$ cat config.mk
export PLATFORM = sky130hd
export DESIGN_NAME = video_timing_gen
export DESIGN_NICKNAME = d
export VERILOG_FILES = /design/src/rtl/video_timing_gen.sv
export SDC_FILE = /design/constraint.sdc
export NUM_CORES = 1
export LEC_CHECK = 0
export ABC_AREA = 1
export CAP_MARGIN = 10
export CORE_ASPECT_RATIO = 0.8
export CORE_MARGIN = 5
export CORE_UTILIZATION = 30
export CTS_CLUSTER_SIZE = 14
export DETAILED_ROUTE_END_ITERATION = 8
export HOLD_SLACK_MARGIN = 0.15
export PLACE_DENSITY = 0.46
export RECOVER_POWER = 100
export SYNTH_ARGS = -nofsm -noshare
export SYNTH_HDL_FRONTEND = slang
export SYNTH_SLANG_ARGS = --single-unit
$ cat constraint.sdc
create_clock -name pixel_clk -period 3.1 [get_ports pixel_clk]
set_clock_uncertainty 0.1 [all_clocks]
set_input_delay 0.62 -clock pixel_clk [delete_from_list [all_inputs] [get_ports pixel_clk]]
set_output_delay 0.62 -clock pixel_clk [all_outputs]
set_load 0.01 [all_outputs]
$ cat src/rtl/video_timing_gen.sv
// Raster timing source: signed hpos/vpos with blanking mapped to negative coordinates,
// plus registered line/frame pulses, sync, data enable and a frame counter.
module video_timing_gen #(
  parameter int HRES      = 1280,
  parameter int HFP       = 110,
  parameter int HSW       = 40,
  parameter int HBP       = 220,
  parameter int VRES      = 720,
  parameter int VFP       = 5,
  parameter int VSW       = 5,
  parameter int VBP       = 20,
  parameter int HSYNC_POL = 1,
  parameter int VSYNC_POL = 1
) (
  input  logic               pixel_clk,
  input  logic               rst_n,
  input  logic               en,
  output logic signed [11:0] hpos,
  output logic signed [11:0] vpos,
  output logic               fsync,
  output logic               lsync,
  output logic               hsync,
  output logic               vsync,
  output logic               de,
  output logic [15:0]        frame_cnt
);

  localparam int HBLK = HFP + HSW + HBP;
  localparam int VBLK = VFP + VSW + VBP;

  if (HRES + HBLK > 2047) begin : g_hchk
    $error("video_timing_gen: HRES+HBLK exceeds 2047");
  end
  if (VRES + VBLK > 2047) begin : g_vchk
    $error("video_timing_gen: VRES+VBLK exceeds 2047");
  end

  localparam logic signed [11:0] H_FIRST   = 12'(-HBLK);
  localparam logic signed [11:0] H_LAST    = 12'(HRES - 1);
  localparam logic signed [11:0] H_SYNC_LO = 12'(-HSW - HBP);
  localparam logic signed [11:0] H_SYNC_HI = 12'(-HBP - 1);
  localparam logic signed [11:0] V_FIRST   = 12'(-VBLK);
  localparam logic signed [11:0] V_LAST    = 12'(VRES - 1);
  localparam logic signed [11:0] V_SYNC_LO = 12'(-VSW - VBP);
  localparam logic signed [11:0] V_SYNC_HI = 12'(-VBP - 1);
  localparam logic               HS_ON     = 1'(HSYNC_POL);
  localparam logic               VS_ON     = 1'(VSYNC_POL);

  logic signed [11:0] hpos_nxt;
  logic signed [11:0] vpos_nxt;
  logic               lsync_nxt;
  logic               fsync_nxt;
  logic               hsync_nxt;
  logic               vsync_nxt;
  logic               de_nxt;

  // Flags are derived from the next position so they land with the coordinate they describe.
  always_comb begin
    hpos_nxt = hpos + 12'sd1;
    vpos_nxt = vpos;
    if (hpos == H_LAST) begin
      hpos_nxt = H_FIRST;
      vpos_nxt = (vpos == V_LAST) ? V_FIRST : vpos + 12'sd1;
    end
    lsync_nxt = (hpos_nxt == H_FIRST);
    fsync_nxt = lsync_nxt && (vpos_nxt == V_FIRST);
    hsync_nxt = (hpos_nxt >= H_SYNC_LO && hpos_nxt <= H_SYNC_HI) ? HS_ON : ~HS_ON;
    vsync_nxt = (vpos_nxt >= V_SYNC_LO && vpos_nxt <= V_SYNC_HI) ? VS_ON : ~VS_ON;
    de_nxt    = (hpos_nxt >= 12'sd0) && (vpos_nxt >= 12'sd0);
  end

  always_ff @(posedge pixel_clk or negedge rst_n) begin
    if (!rst_n) begin
      hpos      <= H_LAST;
      vpos      <= V_LAST;
      fsync     <= 1'b0;
      lsync     <= 1'b0;
      hsync     <= ~HS_ON;
      vsync     <= ~VS_ON;
      de        <= 1'b0;
      frame_cnt <= 16'd0;
    end else if (en) begin
      hpos  <= hpos_nxt;
      vpos  <= vpos_nxt;
      fsync <= fsync_nxt;
      lsync <= lsync_nxt;
      hsync <= hsync_nxt;
      vsync <= vsync_nxt;
      de    <= de_nxt;
      if (fsync_nxt) begin
        frame_cnt <= frame_cnt + 16'd1;
      end
    end else begin
      // Frozen raster: pulses drop so a held position never re-triggers downstream logic.
      fsync <= 1'b0;
      lsync <= 1'b0;
    end
  end

endmodule

==> flow_results.xml <==
<?xml version="1.0" encoding="UTF-8"?>
<metrics>
  <group name="run_status">
    <metric name="outcome" unit="">finished clean</metric>
  </group>
  <group name="power_and_ir_drop">
    <metric name="report.power.total" unit="µW">2130</metric>
    <metric name="clk_pwr_share" unit="%">32.9</metric>
    <metric name="comb_power_share" unit="%">28.5</metric>
    <metric name="vdd_ir_drop_max" unit="mV">0.192</metric>
    <metric name="power.density_cell_area" unit="mW/mm²">536</metric>
    <metric name="cellLeakagePower" unit="µW">0.00182</metric>
    <metric name="sw_power" unit="µW">734</metric>
    <metric name="cellInternalPower" unit="µW">1400</metric>
    <metric name="switching_share" unit="%">34.4</metric>
    <metric name="share_seq_of_total_power" unit="%">38.6</metric>
  </group>
  <group name="clock_tree">
    <metric name="clock_tree_from_tritoncts" unit="">yes</metric>
    <metric name="cts_post_setup_buffers_inserted" unit="">0</metric>
    <metric name="clock_tree.root_cell" unit="">sky130_fd_sc_hd__clkbuf_16</metric>
    <metric name="cts.hold.buffers_added" unit="">0</metric>
    <metric name="cts-htree-levels" unit="">2</metric>
    <metric name="cts_sinks" unit="">45</metric>
    <metric name="cts.repair.resized" unit="">0</metric>
    <metric name="clk_transition_reported_paths" unit="ps">70</metric>
    <metric name="clock_tree.buffer_depth" unit="">2</metric>
    <metric name="clock_insertion_delay_worst_skew" unit="ps">290</metric>
    <metric name="numCtsBuffers" unit="">5</metric>
  </group>
  <group name="logic_synthesis">
    <metric name="synth-simple-area-share" unit="%">42.7</metric>
    <metric name="post_synth_xor_area_fraction" unit="%">4.65</metric>
    <metric name="proportion_of_synthesized_chip_area_in_sequential_cells" unit="%">35.8</metric>
    <metric name="dominantRegCellSynth" unit="">sky130_fd_sc_hd__dfrtp_1</metric>
    <metric name="synthAdderAreaFrac" unit="%">1.17</metric>
    <metric name="synth.cell_area" unit="mm²">0.00320</metric>
    <metric name="synth.lib_cells_used.distinct" unit="">36</metric>
    <metric name="yosys_warnings" unit="">0</metric>
    <metric name="yosys-mux-area-fraction" unit="%">0</metric>
    <metric name="asyncSetResetFlopFracSynth" unit="%">100</metric>
    <metric name="syn_nets" unit="">450</metric>
    <metric name="synth_edf_count" unit="">0</metric>
    <metric name="synth_top_family_by_area" unit="">simple AND/OR/NAND/NOR gates</metric>
    <metric name="synthCells" unit="">444</metric>
    <metric name="postSynthAreaPerCell" unit="µm²">7.21</metric>
    <metric name="synth_compound_area_share" unit="%">6.80</metric>
    <metric name="synth.ff_latch_count" unit="">45</metric>
  </group>
  <group name="sta">
    <metric name="setup_slack" unit="ps">344</metric>
    <metric name="worst_slew_margin_rel" unit="%">29.4</metric>
    <metric name="finalHoldViolCount" unit="">0</metric>
    <metric name="final_min_period_over_clock_period" unit="%">88.9</metric>
    <metric name="setup_repair_after_global_routing_missed_its_margin" unit="">no</metric>
    <metric name="hold_slack" unit="ps">384</metric>
    <metric name="finalSetupViolCount" unit="">0</metric>
    <metric name="finalWorstPathRequiredPeriod" unit="ps">2760</metric>
    <metric name="slew_viol_final" unit="">0</metric>
    <metric name="fmaxAchievable" unit="GHz">0.363</metric>
    <metric name="fin_setup_tns" unit="ps">0</metric>
    <metric name="tightest_slew" unit="ps">1060</metric>
  </group>
  <group name="final_layout">
    <metric name="layout_commonest_cell" unit="">sky130_fd_sc_hd__nand2_1</metric>
    <metric name="share_of_final_layout_standard_cells_stronger_than_drive_strength_1" unit="%">14.1</metric>
    <metric name="areaGrowthSynthToFinish" unit="%">24.4</metric>
    <metric name="multi_input_combinational_cell_area" unit="mm²">0.00176</metric>
    <metric name="highest_count_cells_in_the_layout_ignoring_fill_and_taps" unit="">sky130_fd_sc_hd__nand2_1, sky130_fd_sc_hd__inv_1, sky130_fd_sc_hd__nand3_1, sky130_fd_sc_hd__dlygate4sd3_1, sky130_fd_sc_hd__nand4_1</metric>
    <metric name="instances_no_fill" unit="">635</metric>
    <metric name="antenna_cells_inserted" unit="">0</metric>
    <metric name="fillCellCount" unit="">1100</metric>
    <metric name="seqCellArea" unit="mm²">0.00115</metric>
    <metric name="nets" unit="">500</metric>
  </group>
  <group name="floorplan">
    <metric name="die_width" unit="µm">125</metric>
    <metric name="effective_utilization_at_floorplan" unit="%">31.0</metric>
    <metric name="ioPinCount" unit="">48</metric>
    <metric name="row_count" unit="">33</metric>
    <metric name="die_y" unit="µm">102</metric>
    <metric name="core-area" unit="mm²">0.0103</metric>
    <metric name="floorplan.die_area" unit="mm²">0.0128</metric>
  </group>
  <group name="place">
    <metric name="detailedPlacementHpwl" unit="µm">6700</metric>
    <metric name="place.port_buffers" unit="">47</metric>
    <metric name="routabilityCongestion" unit="">0.811</metric>
    <metric name="dpl.cell_count" unit="">627</metric>
    <metric name="place_worst_setup_slack" unit="ps">379</metric>
  </group>
  <group name="route">
    <metric name="detailedRoute.firstPassIterationCount" unit="">4</metric>
    <metric name="via_count" unit="">3043</metric>
    <metric name="drc" unit="">0</metric>
    <metric name="dr_iter_0_viols" unit="">169</metric>
    <metric name="route.final.wire_length" unit="µm">9110</metric>
    <metric name="vias_per_cell" unit="">4.79</metric>
    <metric name="detail_route.wl_per_cell" unit="µm">14.3</metric>
    <metric name="ant_nets" unit="">0</metric>
  </group>
  <group name="worst_setup_path">
    <metric name="r2r_slack" unit="ps">360</metric>
    <metric name="rr_startpoint" unit="">hpos[0]$_DFFE_PN1P_</metric>
    <metric name="critical_path.endpoint_type" unit="">register</metric>
    <metric name="worst-r2r-cell-count" unit="">14</metric>
    <metric name="worst-endpoint-arrival" unit="ps">2890</metric>
    <metric name="worst-setup-path-type" unit="">in2reg</metric>
    <metric name="worst-endpoint-required" unit="ps">3230</metric>
    <metric name="timing.critical_path.fanout_max" unit="">16</metric>
    <metric name="worst_setup_path_start_kind" unit="">primary input</metric>
    <metric name="critical_path.reg2reg.endpoint" unit="">frame_cnt[14]$_DFFE_PN0P_</metric>
  </group>
  <group name="hold_path">
    <metric name="whs_endpoint" unit="">hsync$_DFFE_PN0P_</metric>
    <metric name="start_point_of_the_worst_hold_path" unit="">hsync$_DFFE_PN0P_</metric>
    <metric name="hold_class" unit="">reg2reg</metric>
    <metric name="min_path_cells" unit="">2</metric>
  </group>
  <group name="global_route">
    <metric name="grt_first_pass_wirelength" unit="µm">15100</metric>
    <metric name="grt_overflow_total" unit="">0</metric>
    <metric name="track_usage" unit="%">14.6</metric>
    <metric name="antenna_violations_before_repair" unit="">0</metric>
    <metric name="pin_count_of_the_biggest_net_entering_global_routing" unit="">42</metric>
    <metric name="first_global_vias" unit="">2961</metric>
  </group>
  <group name="run">
    <metric name="maxCapViolations" unit="">0</metric>
  </group>
</metrics>
==> worst max-delay path, stage by stage <==
cell	delay [ps]
sky130_fd_sc_hd__dlygate4sd3_1	600
sky130_fd_sc_hd__clkbuf_1	660
sky130_fd_sc_hd__inv_1	450
sky130_fd_sc_hd__nor2_1	350
sky130_fd_sc_hd__a22o_1	190
==> Yosys cell counts (2+ instances only) <==
library cell	count	area (µm²)
sky130_fd_sc_hd__ha_1	3	37.5
sky130_fd_sc_hd__nor2_1	30	113
sky130_fd_sc_hd__dfrtp_1	29	726
sky130_fd_sc_hd__clkbuf_1	5	18.8
sky130_fd_sc_hd__o21ai_2	2	17.5
sky130_fd_sc_hd__nor2_2	8	50.1
sky130_fd_sc_hd__o21ai_1	2	10.0
sky130_fd_sc_hd__nand3_2	4	40.0
sky130_fd_sc_hd__a31oi_1	2	12.5
sky130_fd_sc_hd__nand4_1	31	194
sky130_fd_sc_hd__o21ai_0	25	125
sky130_fd_sc_hd__a21oi_1	4	20.0
sky130_fd_sc_hd__buf_6	4	45.0
sky130_fd_sc_hd__nor2_4	8	90.1
sky130_fd_sc_hd__xor2_1	11	96.3
sky130_fd_sc_hd__xnor2_1	6	52.6
sky130_fd_sc_hd__buf_2	2	10.0
sky130_fd_sc_hd__inv_1	45	169
sky130_fd_sc_hd__buf_4	2	15.0
sky130_fd_sc_hd__nand2_2	16	100
sky130_fd_sc_hd__nand2_1	124	465
sky130_fd_sc_hd__nor3_1	6	30.0
sky130_fd_sc_hd__nand3_1	42	210
sky130_fd_sc_hd__dfstp_2	16	420
sky130_fd_sc_hd__inv_2	5	18.8
sky130_fd_sc_hd__clkinv_1	2	7.51
==> state kept, by name (all words and copies together) (netlist names) <==
signal / count
frame_cnt: 16
hpos: 12
vpos: 12
de: 1
fsync: 1
hsync: 1
lsync: 1
vsync: 1
==> layer usage <==
layer  GRT usage (%)  routed length [µm]
met5               0                   0
met4            3.00                  70
met3            3.08                 528
met2            22.3                3890
met1            21.3                4620
==> through the flow <==
stage / area, µm² / utilization [%]
final: 3980 / 38.6
after global routing: 3980 / 38.6
after CTS: 4010 / 38.8
after detailed placement: 3820 / 37.0
after global placement: 3820 / 37.0
after floorplan: 3200 / -
==> logic make-up after synthesis <==
family / after synthesis
DFF: 45
xor gates and xnor gates: 17
adders and majority gates: 3
buffers and inverters: 65
and+or+nand+nor: 275
AOI/OAI and AO/OA: 39
==> final cells by class <==
type	instances	share of cell area [%]
clock buffers	5	3.14
repair buffers	56	12.9
clock inverters	3	1.63
well taps	140	4.40
inverters	52	4.90
flip-flops and latches	45	28.8
multi-input cells	334	44.2
==> power groups by stage <==
stage	Clock, µW	Sequential (µW)	Combinational (µW)
3_5_place_dp	0	844	637
4_1_cts	726	835	641
6_report	702	824	609
3_3_place_gp	0	842	641
5_1_grt	740	843	680
2_1_floorplan	0	833	368
==> worst max-delay path by stage <==
stage | startpoint | slack (ps) | cells after the start | end
floorplan | hpos[0]$_DFFE_PN1P_ | 800 | 14 | frame_cnt[3]$_DFFE_PN0P_
detailed placement | hpos[0]$_DFFE_PN1P_ | 380 | 13 | frame_cnt[9]$_DFFE_PN0P_
CTS | hpos[0]$_DFFE_PN1P_ | 360 | 13 | frame_cnt[3]$_DFFE_PN0P_
finish | en | 340 | 5 | de$_DFFE_PN0P_
global route | hpos[0]$_DFFE_PN1P_ | 80 | 14 | frame_cnt[4]$_DFFE_PN0P_
global placement | hpos[0]$_DFFE_PN1P_ | 440 | 13 | frame_cnt[3]$_DFFE_PN0P_
Power figures use the tool's default switching activity.
